--- config.mk ---
export PLATFORM = sky130hd
export DESIGN_NAME = sram_arbiter
export DESIGN_NICKNAME = d
export VERILOG_FILES = /design/src/rtl/sram_arbiter_pkg.sv /design/src/rtl/rr_arbiter2.sv /design/src/rtl/sram_arbiter.sv
export SDC_FILE = /design/constraint.sdc
export NUM_CORES = 1
export LEC_CHECK = 0
export BUFFER_PORTS_ARGS = -buffer_cell sky130_fd_sc_hd__buf_2
export CAP_MARGIN = 20
export CORE_UTILIZATION = 47
export CTS_BUF_LIST = sky130_fd_sc_hd__clkbuf_16
export CTS_CLUSTER_SIZE = 28
export DETAILED_ROUTE_END_ITERATION = 7
export PLACE_DENSITY = 0.84
export RECOVER_POWER = 100
export SLEW_MARGIN = 20
export SYNTH_ARGS = -nofsm -noshare
export SYNTH_HDL_FRONTEND = slang
export SYNTH_HIERARCHICAL = 1
export SYNTH_SLANG_ARGS = --single-unit
--- constraint.sdc ---
create_clock -name clk -period 2.76 [get_ports clk]
set_clock_uncertainty 0.2 [all_clocks]
set_input_delay 0.138 -clock clk [delete_from_list [all_inputs] [get_ports clk]]
set_output_delay 0.138 -clock clk [all_outputs]
set_load 0.005 [all_outputs]
--- src/rtl/sram_arbiter_pkg.sv ---
// Shared definitions for the two-port SRAM arbiter: FSM encoding and port indices.
package sram_arbiter_pkg;

  typedef enum logic [1:0] {
    IDLE = 2'd0,
    BUSY = 2'd1,
    ACK  = 2'd2
  } state_e;

  localparam logic P0 = 1'b0;
  localparam logic P1 = 1'b1;

endpackage

--- src/rtl/rr_arbiter2.sv ---
// Combinational two-way winner select: round-robin against last_grant, or fixed priority to port 0.
module rr_arbiter2
  import sram_arbiter_pkg::*;
#(
  parameter int RR_EN = 1
) (
  input  logic [1:0] req,
  input  logic       last_grant,
  output logic       winner
);

  always_comb begin
    winner = P0;
    if (req == 2'b10) begin
      winner = P1;
    end else if (req == 2'b11) begin
      // On contention the port that was not served last goes first.
      winner = (RR_EN != 0) ? ~last_grant : P0;
    end
  end

endmodule

--- src/rtl/sram_arbiter.sv ---
// Two-port arbiter in front of the single SRAM controller: one transaction at a time,
// one-cycle ack with read data, pipeline stall for port 0 and a sticky watchdog abort.
module sram_arbiter
  import sram_arbiter_pkg::*;
#(
  parameter int ADDR_W  = 32,
  parameter int DATA_W  = 32,
  parameter int RR_EN   = 1,
  parameter int TIMEOUT = 64
) (
  input  logic              clk,
  input  logic              rst,
  input  logic              p0_req,
  input  logic              p0_we,
  input  logic [ADDR_W-1:0] p0_addr,
  input  logic [DATA_W-1:0] p0_wdata,
  output logic [DATA_W-1:0] p0_rdata,
  output logic              p0_ack,
  output logic              p0_stall,
  input  logic              p1_req,
  input  logic              p1_we,
  input  logic [ADDR_W-1:0] p1_addr,
  input  logic [DATA_W-1:0] p1_wdata,
  output logic [DATA_W-1:0] p1_rdata,
  output logic              p1_ack,
  output logic              mem_read_en,
  output logic              mem_write_en,
  output logic [ADDR_W-1:0] mem_addr,
  output logic [DATA_W-1:0] mem_wdata,
  input  logic [DATA_W-1:0] mem_rdata,
  input  logic              mem_ready,
  output logic              timeout_err
);

  localparam int CNT_W = (TIMEOUT > 2) ? $clog2(TIMEOUT) : 1;
  localparam logic [CNT_W-1:0] CNT_LAST = CNT_W'(TIMEOUT - 1);

  state_e            state_q, state_d;
  logic              grant_q, grant_d;
  logic              last_grant_q, last_grant_d;
  logic              we_q, we_d;
  logic [ADDR_W-1:0] addr_q, addr_d;
  logic [DATA_W-1:0] wdata_q, wdata_d;
  logic [CNT_W-1:0]  cnt_q, cnt_d;
  logic [DATA_W-1:0] p0_rdata_q, p0_rdata_d;
  logic [DATA_W-1:0] p1_rdata_q, p1_rdata_d;
  logic              terr_q, terr_d;
  logic              winner;

  rr_arbiter2 #(
    .RR_EN(RR_EN)
  ) u_arb (
    .req       ({p1_req, p0_req}),
    .last_grant(last_grant_q),
    .winner    (winner)
  );

  always_ff @(posedge clk or negedge rst) begin
    if (!rst) begin
      state_q      <= IDLE;
      grant_q      <= P0;
      last_grant_q <= P1;
      we_q         <= 1'b0;
      addr_q       <= '0;
      wdata_q      <= '0;
      cnt_q        <= '0;
      p0_rdata_q   <= '0;
      p1_rdata_q   <= '0;
      terr_q       <= 1'b0;
    end else begin
      state_q      <= state_d;
      grant_q      <= grant_d;
      last_grant_q <= last_grant_d;
      we_q         <= we_d;
      addr_q       <= addr_d;
      wdata_q      <= wdata_d;
      cnt_q        <= cnt_d;
      p0_rdata_q   <= p0_rdata_d;
      p1_rdata_q   <= p1_rdata_d;
      terr_q       <= terr_d;
    end
  end

  always_comb begin
    state_d      = state_q;
    grant_d      = grant_q;
    last_grant_d = last_grant_q;
    we_d         = we_q;
    addr_d       = addr_q;
    wdata_d      = wdata_q;
    cnt_d        = cnt_q;
    p0_rdata_d   = p0_rdata_q;
    p1_rdata_d   = p1_rdata_q;
    terr_d       = terr_q;
    case (state_q)
      IDLE: begin
        if (p0_req || p1_req) begin
          state_d = BUSY;
          grant_d = winner;
          we_d    = (winner == P1) ? p1_we    : p0_we;
          addr_d  = (winner == P1) ? p1_addr  : p0_addr;
          wdata_d = (winner == P1) ? p1_wdata : p0_wdata;
        end
      end
      BUSY: begin
        cnt_d = cnt_q + 1'b1;
        // The controller reports ready while idle, so the issue cycle (cnt 0) never completes.
        if ((cnt_q != '0) && mem_ready) begin
          state_d = ACK;
          if (!we_q) begin
            if (grant_q == P1) p1_rdata_d = mem_rdata;
            else               p0_rdata_d = mem_rdata;
          end
        end else if (cnt_q == CNT_LAST) begin
          state_d = ACK;
          terr_d  = 1'b1;
          if (grant_q == P1) p1_rdata_d = '0;
          else               p0_rdata_d = '0;
        end
      end
      ACK: begin
        last_grant_d = grant_q;
        cnt_d        = '0;
        state_d      = IDLE;
      end
      default: state_d = IDLE;
    endcase
  end

  assign mem_read_en  = (state_q == BUSY) && !we_q;
  assign mem_write_en = (state_q == BUSY) && we_q;
  assign mem_addr     = addr_q;
  assign mem_wdata    = wdata_q;
  assign p0_ack       = (state_q == ACK) && (grant_q == P0);
  assign p1_ack       = (state_q == ACK) && (grant_q == P1);
  assign p0_stall     = p0_req && !p0_ack;
  assign p0_rdata     = p0_rdata_q;
  assign p1_rdata     = p1_rdata_q;
  assign timeout_err  = terr_q;

endmodule
==> flow_summary.json <==
{
  "place_area_um2": 8050,
  "via_count": 6333,
  "cts_tree": "built",
  "finalCriticalPeriod_ns": 2.67,
  "layout-area-overhead-vs-synth_pct": 58.8,
  "track_usage_pct": 32.2,
  "wl_per_cell_um": 17.5,
  "ant_nets": 0,
  "synth_seq_cells": 140,
  "final_area_um2": 10100,
  "cp_max_fo": 32,
  "first_global_vias": 6913,
  "routed_wl_um": 21700,
  "max_cap_violations": 0,
  "synth-xor-area-share_pct": 0.275,
  "grt_max_degree": 73,
  "drc": 0,
  "hold_violations": 0,
  "swShare_pct": 37.8,
  "critPathKind": "flop to flop",
  "core_um2": 13200,
  "power_density_nw_per_um2": 941,
  "worst-r2r-setup-slack_ns": 0.09,
  "arrival_ns": 2.77,
  "setup.worst_path.start_class": "flop",
  "synth_area_leaders": "dfrtp_1, mux2i_1, nand2_1",
  "ys.flop_type": "dfrtp_1",
  "cts_root_buf": "clkbuf_16",
  "clock-sinks": 140,
  "seqPwrFrac_pct": 38.8,
  "overflow": 0,
  "synth_edf_count": 0,
  "synthArstFlopShare_pct": 100,
  "comb_power_share_pct": 39.0,
  "die_h_um": 118,
  "layout.nets": 1221,
  "drive_gt1_share_pct": 25.2,
  "clockBufferDepth": 2,
  "relSlewSlack_pct": 10.3,
  "leakagePower_uw": 0.00517,
  "yosysTopAreaCell": "dfrtp_1",
  "synth_top_family_by_area": "multiplexers",
  "yosys_warnings": 6,
  "tightest_slew_ns": 1.35,
  "synth_top_area_share_pct": 54.6,
  "cts_buffers": 17,
  "io_buffers": 300,
  "initialDrtViolationCount": 439,
  "synth_fa_ha_area_share_pct": 1.18,
  "synthSimpleGateAreaFrac_pct": 8.10,
  "antenna_found_initial": 1,
  "outcome": "completed",
  "synthMuxAreaShare_pct": 21.0,
  "vias_per_cell": 5.12,
  "grt_pass1_wl_um": 34600,
  "gp_congestion": 0.811,
  "end_kind": "flop",
  "setup_viol": 0,
  "synth_nets": 761,
  "rsz0062_at_grt": "no",
  "ios": 301,
  "syn_avg_cell_area_um2": 10.8,
  "drv_slew": 0,
  "power_switching_uw": 3590,
  "clkPwrFrac_pct": 22.2,
  "clkTransAtPathRegs_ns": 0.06,
  "fin_tns_setup_ns": 0,
  "ys_types": 37,
  "syn_area_um2": 6360,
  "synth-compound-area-share_pct": 7.21,
  "fin_crit_sh_pct": 96.7,
  "clock_latency_ns": 0.41,
  "cts_setup_buffers": 0,
  "dpl.hpwl_um": 11200,
  "start_util_pct": 48.1,
  "synthCells": 588,
  "h-tree-depth": 4,
  "drtPass1Iterations": 4,
  "peakVddDrop_uv": 513,
  "fmax_mhz": 375,
  "num_rows": 42,
  "p_int_uw": 5920,
  "die_w_um": 118,
  "crit_required_ns": 2.86,
  "die_area_um2": 14000,
  "ys_seq_area_share_pct": 55.1,
  "min_path_type": "primary input to flop"
}
## state kept, by name (all words and copies together) (netlist names)
name	count
timeout_err	1
p1_rdata	32
mem_addr	32
last_grant_q	1
p0_rdata	32
state_q	2
mem_wdata	32
grant_q	1
cnt_q	6
we_q	1
## power groups by stage
stage / clock network (µW) / logic (µW) / registers [µW]
after floorplan: 0 / 1730 / 3660
after global placement: 0 / 3180 / 3590
after detailed placement: 0 / 3330 / 3610
after CTS: 2140 / 3650 / 3600
after global routing: 2230 / 4050 / 3790
final: 2110 / 3710 / 3690
## area by class of cell
type	instances	area (µm²)
Antenna cell	1	2.50
Clock buffer	17	425
Clock inverter	15	120
Fill cell	839	3130
Inverter	71	267
Multi-Input combinational cell	343	2430
Sequential cell	140	3500
Tap cell	176	220
Timing Repair Buffer	475	3140
## routing by layer
| layer | up-vias | share of wire, % | GRT usage, % | wire length [µm] |
|---|---|---|---|---|
| met5 | - | 0 | 0 | 0 |
| met4 | 0 | 4.4 | 16.2 | 950 |
| met3 | 85 | 6.8 | 7.14 | 1480 |
| met2 | 342 | 53 | 59.6 | 11500 |
| met1 | 3053 | 36 | 34.2 | 7720 |
| li1 | 2853 | - | - | - |
## cell usage after synthesis (all sizes together) (2+ instances only)
library cell / count
o21ai: 72
and2: 2
mux2i: 130
dfrtp: 139
a21oi: 2
clkbuf: 20
nand3: 3
nor2b: 3
ha: 6
nand2: 101
mux2: 3
inv: 71
buf: 14
a2bb2oi: 2
nor2: 4
nand2b: 2
## final timing paths
check                             startpoint      endpoint  cells after the start
worst max-delay path                cnt_q[0]   p1_rdata[6]                      7
worst min-delay path                  p0_req    state_q[1]                      5
worst max register to register      cnt_q[0]   p1_rdata[6]                      7
worst min register to register  mem_addr[11]  mem_addr[11]                      2
max in group asynchronous                rst   p0_rdata[8]                      3
min in group asynchronous                rst  p1_rdata[22]                      2
## timing repair
item,in CTS,in global routing
endpoints found under the hold margin,269,0
endpoints found under the setup margin,0,1
hold buffers,165,0
gates resized for setup,0,2
## metrics by stage
stage	hold WS (ns)	util (%)	power (µW)	cells	setup WS [ns]
after CTS	0.0469	77.3	9390	1237	0.0941
final	0.0919	76.3	9510	1238	0.0914
after floorplan	-0.358	-	5380	588	0.609
after detailed placement	-0.0723	60.8	6940	1040	0.425
after global routing	0.0846	76.3	10100	1237	0.00571
after global placement	-0.0845	60.8	6770	1040	0.578
## critical path, stage by stage (launching register included)
cell and delay [ns]:
dfrtp_1 0.40, inv_1 0.10, ha_1 0.14, or4b_4 0.48
nor2_4 0.18, a2bb2oi_4 0.15, clkbuf_4 0.55, mux2i_1 0.35
## layout by cell type (no fill, tap or decap), types with 3 or more instances in the layout
master | synthesis | layout
clkbuf_4 | 0 | 3
nor2_1 | 3 | 3
nor2b_1 | 3 | 3
buf_2 | 6 | 215
clkbuf_2 | 0 | 5
o21ai_0 | 71 | 71
nand2_1 | 101 | 101
inv_1 | 71 | 72
dfrtp_1 | 139 | 139
mux2i_1 | 130 | 130
ha_1 | 6 | 6
clkbuf_16 | 0 | 17
clkinv_2 | 0 | 4
clkbuf_1 | 20 | 82
nand3_1 | 3 | 3
dlygate4sd3_1 | 0 | 165
inv_6 | 0 | 4
## kinds of logic after synthesis
family,count (synthesis)
multiplexers,133
flip-flops,140
AND/OR/NAND/NOR,120
adder cells (fa/ha/maj),6
buffers and inverters,105
XOR/XNOR,2
AO/OA/AOI/OAI,82
(Power assumes the default switching activity.)
